[src/rtl/riscv_pkg.sv]
`default_nettype none
// ============================================================================
// Module   : riscv_pkg
// Brief    : Shared types and constants for the RV32I fetch stage.
// Revision : 1.0 - initial release
// ============================================================================
package riscv_pkg;

   // Fetch FSM states
   typedef enum logic [1:0] {
      RST   = 2'd0,
      REQ   = 2'd1,
      VALID = 2'd2,
      FAULT = 2'd3
   } fetch_state_t;

   // Fault cause encoding presented on fault_cause
   typedef enum logic [1:0] {
      FC_NONE     = 2'b00,
      FC_MISALIGN = 2'b01,
      FC_TIMEOUT  = 2'b10
   } fault_cause_t;

   // addi x0, x0, 0
   localparam logic [31:0] NOP_INSTR = 32'h0000_0013;
   localparam logic [31:0] PC_STEP   = 32'd4;

endpackage
`default_nettype wire

[src/rtl/fetch_wait_timer.sv]
`default_nettype none
// ============================================================================
// Module   : fetch_wait_timer
// Brief    : Counts unanswered fetch-request cycles and flags a timeout.
//            expired is asserted in the cycle whose count_en would bring the
//            counter to MAX_WAIT, so the owner can leave on that same edge.
// Revision : 1.0 - initial release
// ============================================================================
module fetch_wait_timer #(
   parameter int MAX_WAIT = 16
) (
   input  logic clk,
   input  logic rst_n,
   input  logic count_en,
   input  logic clear,
   output logic expired
);

   localparam int CW = $clog2(MAX_WAIT + 1);

   logic [CW-1:0] count;

   // Wait counter: cleared on request, saturates at MAX_WAIT
   always_ff @(posedge clk or negedge rst_n) begin
      if (!rst_n) begin
         count <= '0;
      end else if (clear) begin
         count <= '0;
      end else if (count_en && (count != CW'(MAX_WAIT))) begin
         count <= count + 1'b1;
      end
   end

   assign expired = count_en && !clear && (count == CW'(MAX_WAIT - 1));

endmodule
`default_nettype wire

[src/rtl/pc_fetch_unit.sv]
`default_nettype none
// ============================================================================
// Module   : pc_fetch_unit
// Brief    : Architectural PC register and instruction fetch FSM with
//            misaligned-target and fetch-timeout sticky fault detection.
//            Optional macro FETCH_PERF_CNT_EN adds fetch_count/wait_count.
// Revision : 1.0 - initial release
// ============================================================================
module pc_fetch_unit
   import riscv_pkg::*;
#(
   parameter logic [31:0] RESET_PC = 32'h0000_0000,
   parameter int          MAX_WAIT = 16
) (
   input  logic        clk,
   input  logic        rst_n,
   input  logic [31:0] next_pc,
   input  logic        pc_we,
   input  logic        stall,
   output logic [31:0] pc,
   output logic [31:0] pc_plus4,
   output logic        imem_req,
   output logic [31:0] imem_addr,
   input  logic        imem_ready,
   input  logic [31:0] imem_rdata,
   output logic [31:0] instr,
   output logic        instr_valid,
   output logic        fault,
   output logic [1:0]  fault_cause,
   output logic [31:0] fault_addr
`ifdef FETCH_PERF_CNT_EN
   ,
   output logic [31:0] fetch_count,
   output logic [31:0] wait_count
`endif
);

   fetch_state_t state;
   fetch_state_t state_next;
   fault_cause_t cause;
   logic         timeout;
   logic         commit;
   logic         aligned;

   // Core may only advance the PC while an instruction is on offer
   assign commit  = (state == VALID) && pc_we && !stall;
   assign aligned = (next_pc[1:0] == 2'b00);

   fetch_wait_timer #(
      .MAX_WAIT (MAX_WAIT)
   ) u_wait_timer (
      .clk      (clk),
      .rst_n    (rst_n),
      .count_en ((state == REQ) && !imem_ready),
      .clear    ((state != REQ) || imem_ready),
      .expired  (timeout)
   );

   // State register
   always_ff @(posedge clk or negedge rst_n) begin
      if (!rst_n) begin
         state <= RST;
      end else begin
         state <= state_next;
      end
   end

   // Next-state logic
   always_comb begin
      state_next = state;
      case (state)
         RST:   state_next = REQ;
         REQ: begin
            if (imem_ready) begin
               state_next = VALID;
            end else if (timeout) begin
               state_next = FAULT;
            end
         end
         VALID: begin
            if (commit) begin
               state_next = aligned ? REQ : FAULT;
            end
         end
         FAULT: state_next = FAULT;
         default: state_next = RST;
      endcase
   end

   // PC, fetched instruction and fault capture
   always_ff @(posedge clk or negedge rst_n) begin
      if (!rst_n) begin
         pc         <= RESET_PC;
         instr      <= NOP_INSTR;
         cause      <= FC_NONE;
         fault_addr <= 32'h0000_0000;
      end else begin
         if ((state == REQ) && imem_ready) begin
            instr <= imem_rdata;
         end
         if ((state == REQ) && !imem_ready && timeout) begin
            cause      <= FC_TIMEOUT;
            fault_addr <= pc;
         end
         if (commit) begin
            if (aligned) begin
               pc <= next_pc;
            end else begin
               cause      <= FC_MISALIGN;
               fault_addr <= next_pc;
            end
         end
      end
   end

   assign pc_plus4    = pc + PC_STEP;
   assign imem_addr   = pc;
   assign imem_req    = (state == REQ);
   assign instr_valid = (state == VALID);
   assign fault       = (state == FAULT);
   assign fault_cause = cause;

`ifdef FETCH_PERF_CNT_EN
   // Performance counters; only REQ advances them, so they freeze in FAULT
   always_ff @(posedge clk or negedge rst_n) begin
      if (!rst_n) begin
         fetch_count <= 32'h0000_0000;
         wait_count  <= 32'h0000_0000;
      end else if (state == REQ) begin
         if (imem_ready) begin
            fetch_count <= fetch_count + 32'd1;
         end else begin
            wait_count <= wait_count + 32'd1;
         end
      end
   end
`endif

endmodule
`default_nettype wire
[config.mk]
export PLATFORM = sky130hd
export DESIGN_NAME = pc_fetch_unit
export DESIGN_NICKNAME = d
export VERILOG_FILES = /design/src/rtl/riscv_pkg.sv /design/src/rtl/fetch_wait_timer.sv /design/src/rtl/pc_fetch_unit.sv
export SDC_FILE = /design/constraint.sdc
export NUM_CORES = 1
export LEC_CHECK = 0
export CAP_MARGIN = 20
export CORE_ASPECT_RATIO = 0.9
export CORE_MARGIN = 8
export CORE_UTILIZATION = 40
export DETAILED_ROUTE_END_ITERATION = 16
export GPL_TIMING_DRIVEN = 0
export PLACE_DENSITY = 0.81
export SYNTH_ARGS = -nofsm -noshare
export SYNTH_HDL_FRONTEND = slang
export SYNTH_SLANG_ARGS = --single-unit
[constraint.sdc]
create_clock -name clk -period 2.94 [get_ports clk]
set_input_delay 0.588 -clock clk [delete_from_list [all_inputs] [get_ports clk]]
set_output_delay 0.588 -clock clk [all_outputs]
set_load 0.02 [all_outputs]
Word level (Yosys, flattened, before mapping)
Index checks and enable logic that the tools add are counted.
{"block": "word_totals", "reg_bits": 105, "input_bits": 69, "out_inout_bits": 165, "wordCells": 46}
{"block": "classes", "n_addsub": 2, "n_eq_ne": 8, "mux": 13, "n_reduce_logical": 17}
{"operator": "$mux 32", "count": 3}
{"operator": "$add 32x3->32 const B", "count": 1}
{"operator": "$mux 2", "count": 7}
{"operator": "$mux 5", "count": 2}
{"operator": "$logic_and 1x1->1", "count": 8}
{"operator": "$pmux 2 s4", "count": 1}
{"operator": "$add 5x1->5 const B", "count": 1}
{"operator": "$eq 5x4->1 const B", "count": 1}
{"operator": "$ne 5x5->1 const B", "count": 1}
{"operator": "$eq 2x2->1 const B", "count": 2}
{"operator": "$logic_not 2->1", "count": 2}
{"operator": "$ne 2x1->1 const B", "count": 2}
{"operator": "$reduce_and 2->1", "count": 2}
{"operator": "$logic_not 1->1", "count": 3}
{"operator": "$ne 3x1->1 const B", "count": 1}
{"operator": "$eq 2x1->1 const B", "count": 1}
{"operator": "$reduce_bool 2->1", "count": 1}
{"operator": "$logic_or 1x1->1", "count": 1}

Depth between registers and ports, before layout
Gate-level depths: netlist of the first run.
{"block": "logic_depth", "word_depth": 9, "depth_mapped": 8, "depth_no_buf": 7}

By module
From an unflattened synthesis of the first run, not the netlist that was laid out.
{"block": "hier_totals", "hier_cells": 444, "area_unflattened_um2": 5362.6}
{"module": "pc_fetch_unit", "n_inst": 1, "cells_per_inst": 412, "area_per_inst_um2": 5062.4, "seq_area_each_um2": 2506.2}
{"module": "fetch_wait_timer", "n_inst": 1, "cells_per_inst": 32, "area_per_inst_um2": 300.3, "seq_area_each_um2": 125.1}

Worst setup path after synthesis of the first run
No wires, ideal clock.
{"block": "synth_path", "path_kind": "reg-to-output", "start": "register pc[2], in the netlist imem_addr[2]", "end": "output pc_plus4[26]", "arrival_ns": 2.123, "required_ns": 2.352, "path_slack_ns": 0.229, "stages_incl_launch_ff": 7, "n_path_buf": 1, "cell_sequence": "dfrtp_1 ha_1 inv_1 or4_1 buf_2 nor4_1 xor2_1"}
{"block": "synth_via", "elab_chain_len": 1}
{"item": "start: declaration", "line": "pc_fetch_unit.sv:20", "rtl": "output logic [31:0] pc,"}
{"item": "start signal: assignment", "line": "pc_fetch_unit.sv:107", "rtl": "pc <= next_pc;"}
{"item": "$add 32x3->32", "line": "pc_fetch_unit.sv:116", "rtl": "assign pc_plus4 = pc + PC_STEP;"}
{"item": "end: declaration", "line": "pc_fetch_unit.sv:21", "rtl": "output logic [31:0] pc_plus4,"}
Every way passes these cells.

Worst setup path in the final report of the first run
{"block": "layout_path", "start": "register pc[2], in the netlist imem_addr[2]", "end": "output pc_plus4[30]"}
The elaborated chain is that of the path after synthesis.

==> results of run 1 <==
## cells by family after synthesis
logic type                 count (synthesis)  share of synthesized area
and+or+nand+nor                          108                      0.111
DFF                                      105                      0.511
muxes                                     95                      0.200
buffers and inverters                     69                     0.0792
AOI/OAI and AO/OA                         37                     0.0369
xor gates and xnor gates                  31                     0.0527
adders and majority gates                  4                    0.00972
## stage by stage
| stage | instances | power (W) | util | TNS [ns] | area [um2] |
|---|---|---|---|---|---|
| after global placement | 846 | 0.00192 | 0.608 | -262.21 | 7690 |
| after detailed placement | 847 | 0.00193 | 0.610 | -2.93 | 7710 |
| after global routing | 877 | 0.00314 | 0.644 | 0 | 8140 |
| after floorplan | 449 | 0.00167 | - | 0 | 5150 |
| after CTS | 872 | 0.00306 | 0.639 | 0 | 8080 |
| final | 877 | 0.00303 | 0.644 | 0 | 8140 |
## registers in the layout (all words and copies together), names as in the netlist
signal              count
fault_cause             2
instr                  32
imem_addr              32
u_wait_timer.count      5
fault_addr             32
state                   2
## final cells by class
type	count	area (um2)
timing repair buffer	249	2400
clock inverter	5	31.3
buffer	54	360
tap	164	205
clock buffer	11	243
inverter	14	52.6
multi-input combinational	275	2200
sequential	105	2650
fill	998	4500
## power by group through the flow
stage	logic, W	registers, W	clock network, W
finish	0.000382	0.00152	0.00113
global route	0.000409	0.00152	0.00121
CTS	0.000387	0.00152	0.00115
detailed placement	0.000381	0.00155	0
global placement	0.000370	0.00155	0
floorplan	0.0000697	0.00160	0
## critical path, stage by stage (launching register included)
cell     delay (ns)
dfrtp_2        0.42
ha_4           0.17
inv_1          0.04
or4_1          0.55
buf_6          0.19
nor4_2         0.18
xor2_1         0.19
buf_4          0.17
## worst paths after layout
path | depth (start not counted) | endpoint | startpoint
min in group clk | 1 | instr[31] | instr[31]
hold / removal | 1 | imem_addr[21] | rst_n
setup reg to reg | 5 | fault_addr[27] | state[0]
max in group asynchronous | 2 | instr[4] | rst_n
hold reg to reg | 1 | instr[31] | instr[31]
setup / recovery | 7 | pc_plus4[30] | imem_addr[2]
## per-layer routing
| metal | GRT usage | up-vias | wire [um] |
|---|---|---|---|
| met5 | 0 | - | 0 |
| met4 | 0.0686 | 0 | 170 |
| met3 | 0.0988 | 10 | 2060 |
| met2 | 0.324 | 181 | 8050 |
| met1 | 0.205 | 2165 | 6190 |
| li1 | - | 2022 | - |
## placed cells by master, fill, tap and decap left out, drive strengths merged, types with 2 or more instances in the layout
cell	instances
and3	2
clkdlybuf4s50	213
dfrtp	102
and4	2
dlygate4sd2	2
clkbuf	25
nand2b	2
inv	14
o21ai	33
nor4	8
or4	2
xnor2	12
clkinv	4
buf	74
mux2i	32
and2	4
nor3	11
ha	4
nand3	10
a21oi	2
mux2	63
nand4	4
nor2b	2
nand2	44
nor2	14
xor2	19
dfstp	3
## timing repair
item                       4_1_cts  5_1_grt
pin swaps                        0        1
setup endpoints to repair       19       17
gates resized for setup         71       32
setup buffers                   10        5
hold buffers                     0        0
==> flow_summary.yaml, run 1 <==
sta:
  tightestPinTransition_ns: 0.688
  layout_setup_ws_ns: 0.101
  drv_slew: 0
  finalCriticalPeriod_ns: 2.84
  setup-violations-final: 0
  fmax_mhz: 352
  fin_hold_ws_ns: 0.240
  slew_headroom: 0.541
  clock_skew_ns: 0.00777
  rsz0062_at_grt: "no"
  period_share: 0.966
  hold_violations: 0
die:
  start_util: 0.408
  dieHeight_um: 124
  ios: 234
  dieWidth_um: 136
  rows: 39
  coreArea_um2: 12600
  dieArea_um2: 16800
global_route:
  grtUsageTotal: 0.192
  grt_pass1_wl_um: 25200
  antenna_found_initial: 0
  grt_pass1_vias: 4548
  grt_max_degree: 61
  gr-total-overflow: 0
synth:
  synth-edff-count: 0
  netlist-cell-type-count: 38
  synth-seq-cells: 105
  async_reset_ff_frac: 1.00
  synth.top_cell.area_share: 0.496
  yosys.area.top_type: "dfrtp_1"
  synth_area_per_cell_um2: 11.5
  yosysMostFrequentCell: "dfrtp_1"
  synth_commonest_cells: "dfrtp_1, mux2_2, nand2_1, buf_4, mux2i_1"
  synthTopCellsByArea: "dfrtp_1, mux2_2, mux2i_1"
  ys_seq_area_frac: 0.511
  synthCells: 449
  synth_fp_nets: 522
  synth_area_um2: 5150
  ys.flop_type: "dfrtp_1"
  yosys_warnings: 0
pwr:
  power_density_nw_per_um2: 372
  power_frac_clock: 0.372
  sequentialPowerShare: 0.502
  p_sw_frac: 0.242
  total_leakage_power_nw: 3.65
  switching_power_w: 0.000734
  comb_power_share: 0.126
  p_int_w: 0.00229
  vdd_ir_drop_max_uv: 339
clocking:
  cts_buffers: 9
  htree_levels: 3
  clock-sinks: 105
  clock_path_buffers: 2
  clk_pin_slew_ns: 0.07
  cts_tree: "built"
  insertion_delay_ns: 0.35
  root_buffer: "clkbuf_16"
route:
  drt-initial-drc-count: 194
  wl_um: 16500
  via_count: 4378
  wl_per_cell_um: 18.8
  viasPerCell: 4.99
  postRouteAntennaNets: 0
  drc: 0
  first_pass_iters: 5
critical_path:
  worst_ep_arrival_time_ns: 2.25
  crit_type: "register to output port"
  crit_path_max_fanout: 9
  cp.required_ns: 2.35
  cp-end-kind: "output port"
  regToRegSetupSlack_ns: 0.86
  critPathLaunchType: "register"
placement:
  post-dp-hpwl_um: 12500
  dp_slack_ns: -0.311
  io_buffers: 233
  gp_congestion: 0.785
layout:
  nNetsFinal: 781
  synthToLayoutAreaGrowth_pct: 58.0
  drive_gt1_frac: 0.262
  diodes: 0
worst_hold_path:
  hold_class: "primary input to async pin"
job:
  max_cap_violations: 0
outcome:
  status: "completed"
(Power assumes the default switching activity.)
==> inputs of run 2 (changes only) <==
--- a/config.mk
+++ b/config.mk
@@ -6,8 +6,8 @@
 export NUM_CORES = 1
 export LEC_CHECK = 0
 export CAP_MARGIN = 20
-export CORE_ASPECT_RATIO = 0.9
-export CORE_MARGIN = 8
+export CORE_ASPECT_RATIO = 1.25
+export CORE_MARGIN = 2
 export CORE_UTILIZATION = 40
 export DETAILED_ROUTE_END_ITERATION = 16
 export GPL_TIMING_DRIVEN = 0
==> run 2 against run 1 <==
  * Final area is 1.0% lower
  * Register-to-register slack better by 0.05 ns
  * Non-clock buffer count is 7 lower
  * Clock power hardly changed
  * Clock skew hardly changed
  * Worst setup slack worse by 0.045 ns
  * Largest power group unchanged
==> flow_summary.yaml, run 2 (synthesis results as in run 1) <==
route:
  wl_per_cell_um: 16.6
  first_pass_iters: 4
  via_count: 4276
  wl_um: 14500
  postRouteAntennaNets: 0
  drc: 0
  drt-initial-drc-count: 109
  viasPerCell: 4.89
critical_path:
  cp.required_ns: 2.35
  critPathTopFamily: "simple AND/OR/NAND/NOR gates"
  slowest_stage: "or4_1"
  crit_type: "register to output port"
  crit_chain: "ha_2 > inv_1 > or4_1 > buf_4 > nor3_2 > xor2_1 > buf_4"
  worst_ep_arrival_time_ns: 2.30
  crit_buf_inv: 3
  critPathMaxStageDelay_ns: 0.52
  crit_path_max_fanout: 9
  path_common_cell: "buf_4"
  cp-end-kind: "output port"
  cp-startpoint: "imem_addr[2]"
  rr_startpoint: "state[0]"
  critPathLaunchType: "register"
pwr:
  total_leakage_power_nw: 3.60
  vdd_ir_drop_max_uv: 280
  power_density_nw_per_um2: 373
global_route:
  grtUsageTotal: 0.209
  grt_max_degree: 56
  grt_pass1_wl_um: 22600
  grt_pass1_vias: 4384
  gr-total-overflow: 0
  antenna_found_initial: 0
sta:
  slew_headroom: 0.533
  period_share: 0.981
  fin_hold_ws_ns: 0.268
  drv_slew: 0
  tightestPinTransition_ns: 0.701
  setup-violations-final: 0
  finalCriticalPeriod_ns: 2.88
  clock_skew_ns: 0.00823
  rsz0062_at_grt: "yes"
  hold_violations: 0
  fmax_mhz: 347
layout:
  fin_area_um2: 8050
  drive_gt1_frac: 0.249
  synthToLayoutAreaGrowth_pct: 56.3
  final_cell_mix: "clkdlybuf4s50_1, dfrtp_1, mux2_2, buf_4, nand2_1"
  nNetsFinal: 774
  final_common_cell: "clkdlybuf4s50_1"
  diodes: 0
die:
  ios: 234
  rows: 46
  dieArea_um2: 13800
  start_util: 0.407
  dieHeight_um: 131
  coreArea_um2: 12700
  dieWidth_um: 106
worst_hold_path:
  hold_class: "primary input to async pin"
clocking:
  cts_buffers: 9
  cts_tree: "built"
  insertion_delay_ns: 0.34
  clock_path_buffers: 2
  clk_pin_slew_ns: 0.07
  hold_buffers: 0
  clock-sinks: 105
  root_buffer: "clkbuf_16"
  htree_levels: 3
placement:
  gp_congestion: 0.821
  post-dp-hpwl_um: 11000
  post_dp_cell_area_um2: 7720
  io_buffers: 233
outcome:
  status: "completed"
job:
  max_cap_violations: 0
-- run 2: worst paths after layout --
kind                       cells past startpoint  slack (ns)       endpoint
max in group asynchronous                      2        1.91       instr[4]
hold reg to reg                                1        0.50      instr[30]
setup reg to reg                               6        0.91  fault_addr[4]
min in group clk                               1        0.50      instr[30]
setup / recovery                               7        0.06   pc_plus4[24]
hold / removal                                 1        0.27  imem_addr[18]
-- run 2: power breakdown --
group | leakage [nW] | switching [W] | internal [W]
clock network | 0.129 | 0.000512 | 0.000598
logic | 2.05 | 0.000167 | 0.000210
registers | 1.42 | 0.0000316 | 0.00149
total | 3.60 | 0.000711 | 0.00230
-- run 2: cell type report --
type,count,area [um2]
timing repair buffer,242,2330
clock inverter,4,28.8
buffer,54,357
tap,168,210
clock buffer,12,246
multi-input combinational,275,2180
fill,985,4610
sequential,105,2650
inverter,14,52.6
-- run 2: routing by layer --
metal | vias up | global-route usage | part of all wire
met5 | - | 0 | 0
met4 | 0 | 0.0673 | 0.013
met3 | 12 | 0.0640 | 0.084
met2 | 181 | 0.381 | 0.52
met1 | 2075 | 0.235 | 0.39
li1 | 2008 | - | -
-- run 2: through the flow --
stage | setup TNS (ns) | setup WS, ns | utilization | cells | total power, W
final | 0 | 0.0561 | 0.636 | 874 | 0.00301
after detailed placement | -2.48 | -0.304 | 0.610 | 851 | 0.00193
after global routing | -0.0747 | -0.0545 | 0.636 | 874 | 0.00312
after floorplan | 0 | 0.229 | - | 449 | 0.00167
after global placement | -271.37 | -2.61 | 0.608 | 850 | 0.00191
after CTS | -0.0147 | -0.0129 | 0.636 | 872 | 0.00305
-- run 2: repair_timing --
item,4_1_cts,5_1_grt
setup endpoints to repair,19,17
pin swaps,0,1
gates resized for setup,69,28
buffers inserted,6,2
==> inputs of run 3 (changes only) <==
--- a/config.mk
+++ b/config.mk
@@ -15,3 +15,4 @@
 export SYNTH_ARGS = -nofsm -noshare
 export SYNTH_HDL_FRONTEND = slang
 export SYNTH_SLANG_ARGS = --single-unit
+export TNS_END_PERCENT = 100
==> results of run 3 <==
Same layout as run 2: the final DEF is identical, and so are final timing and power.
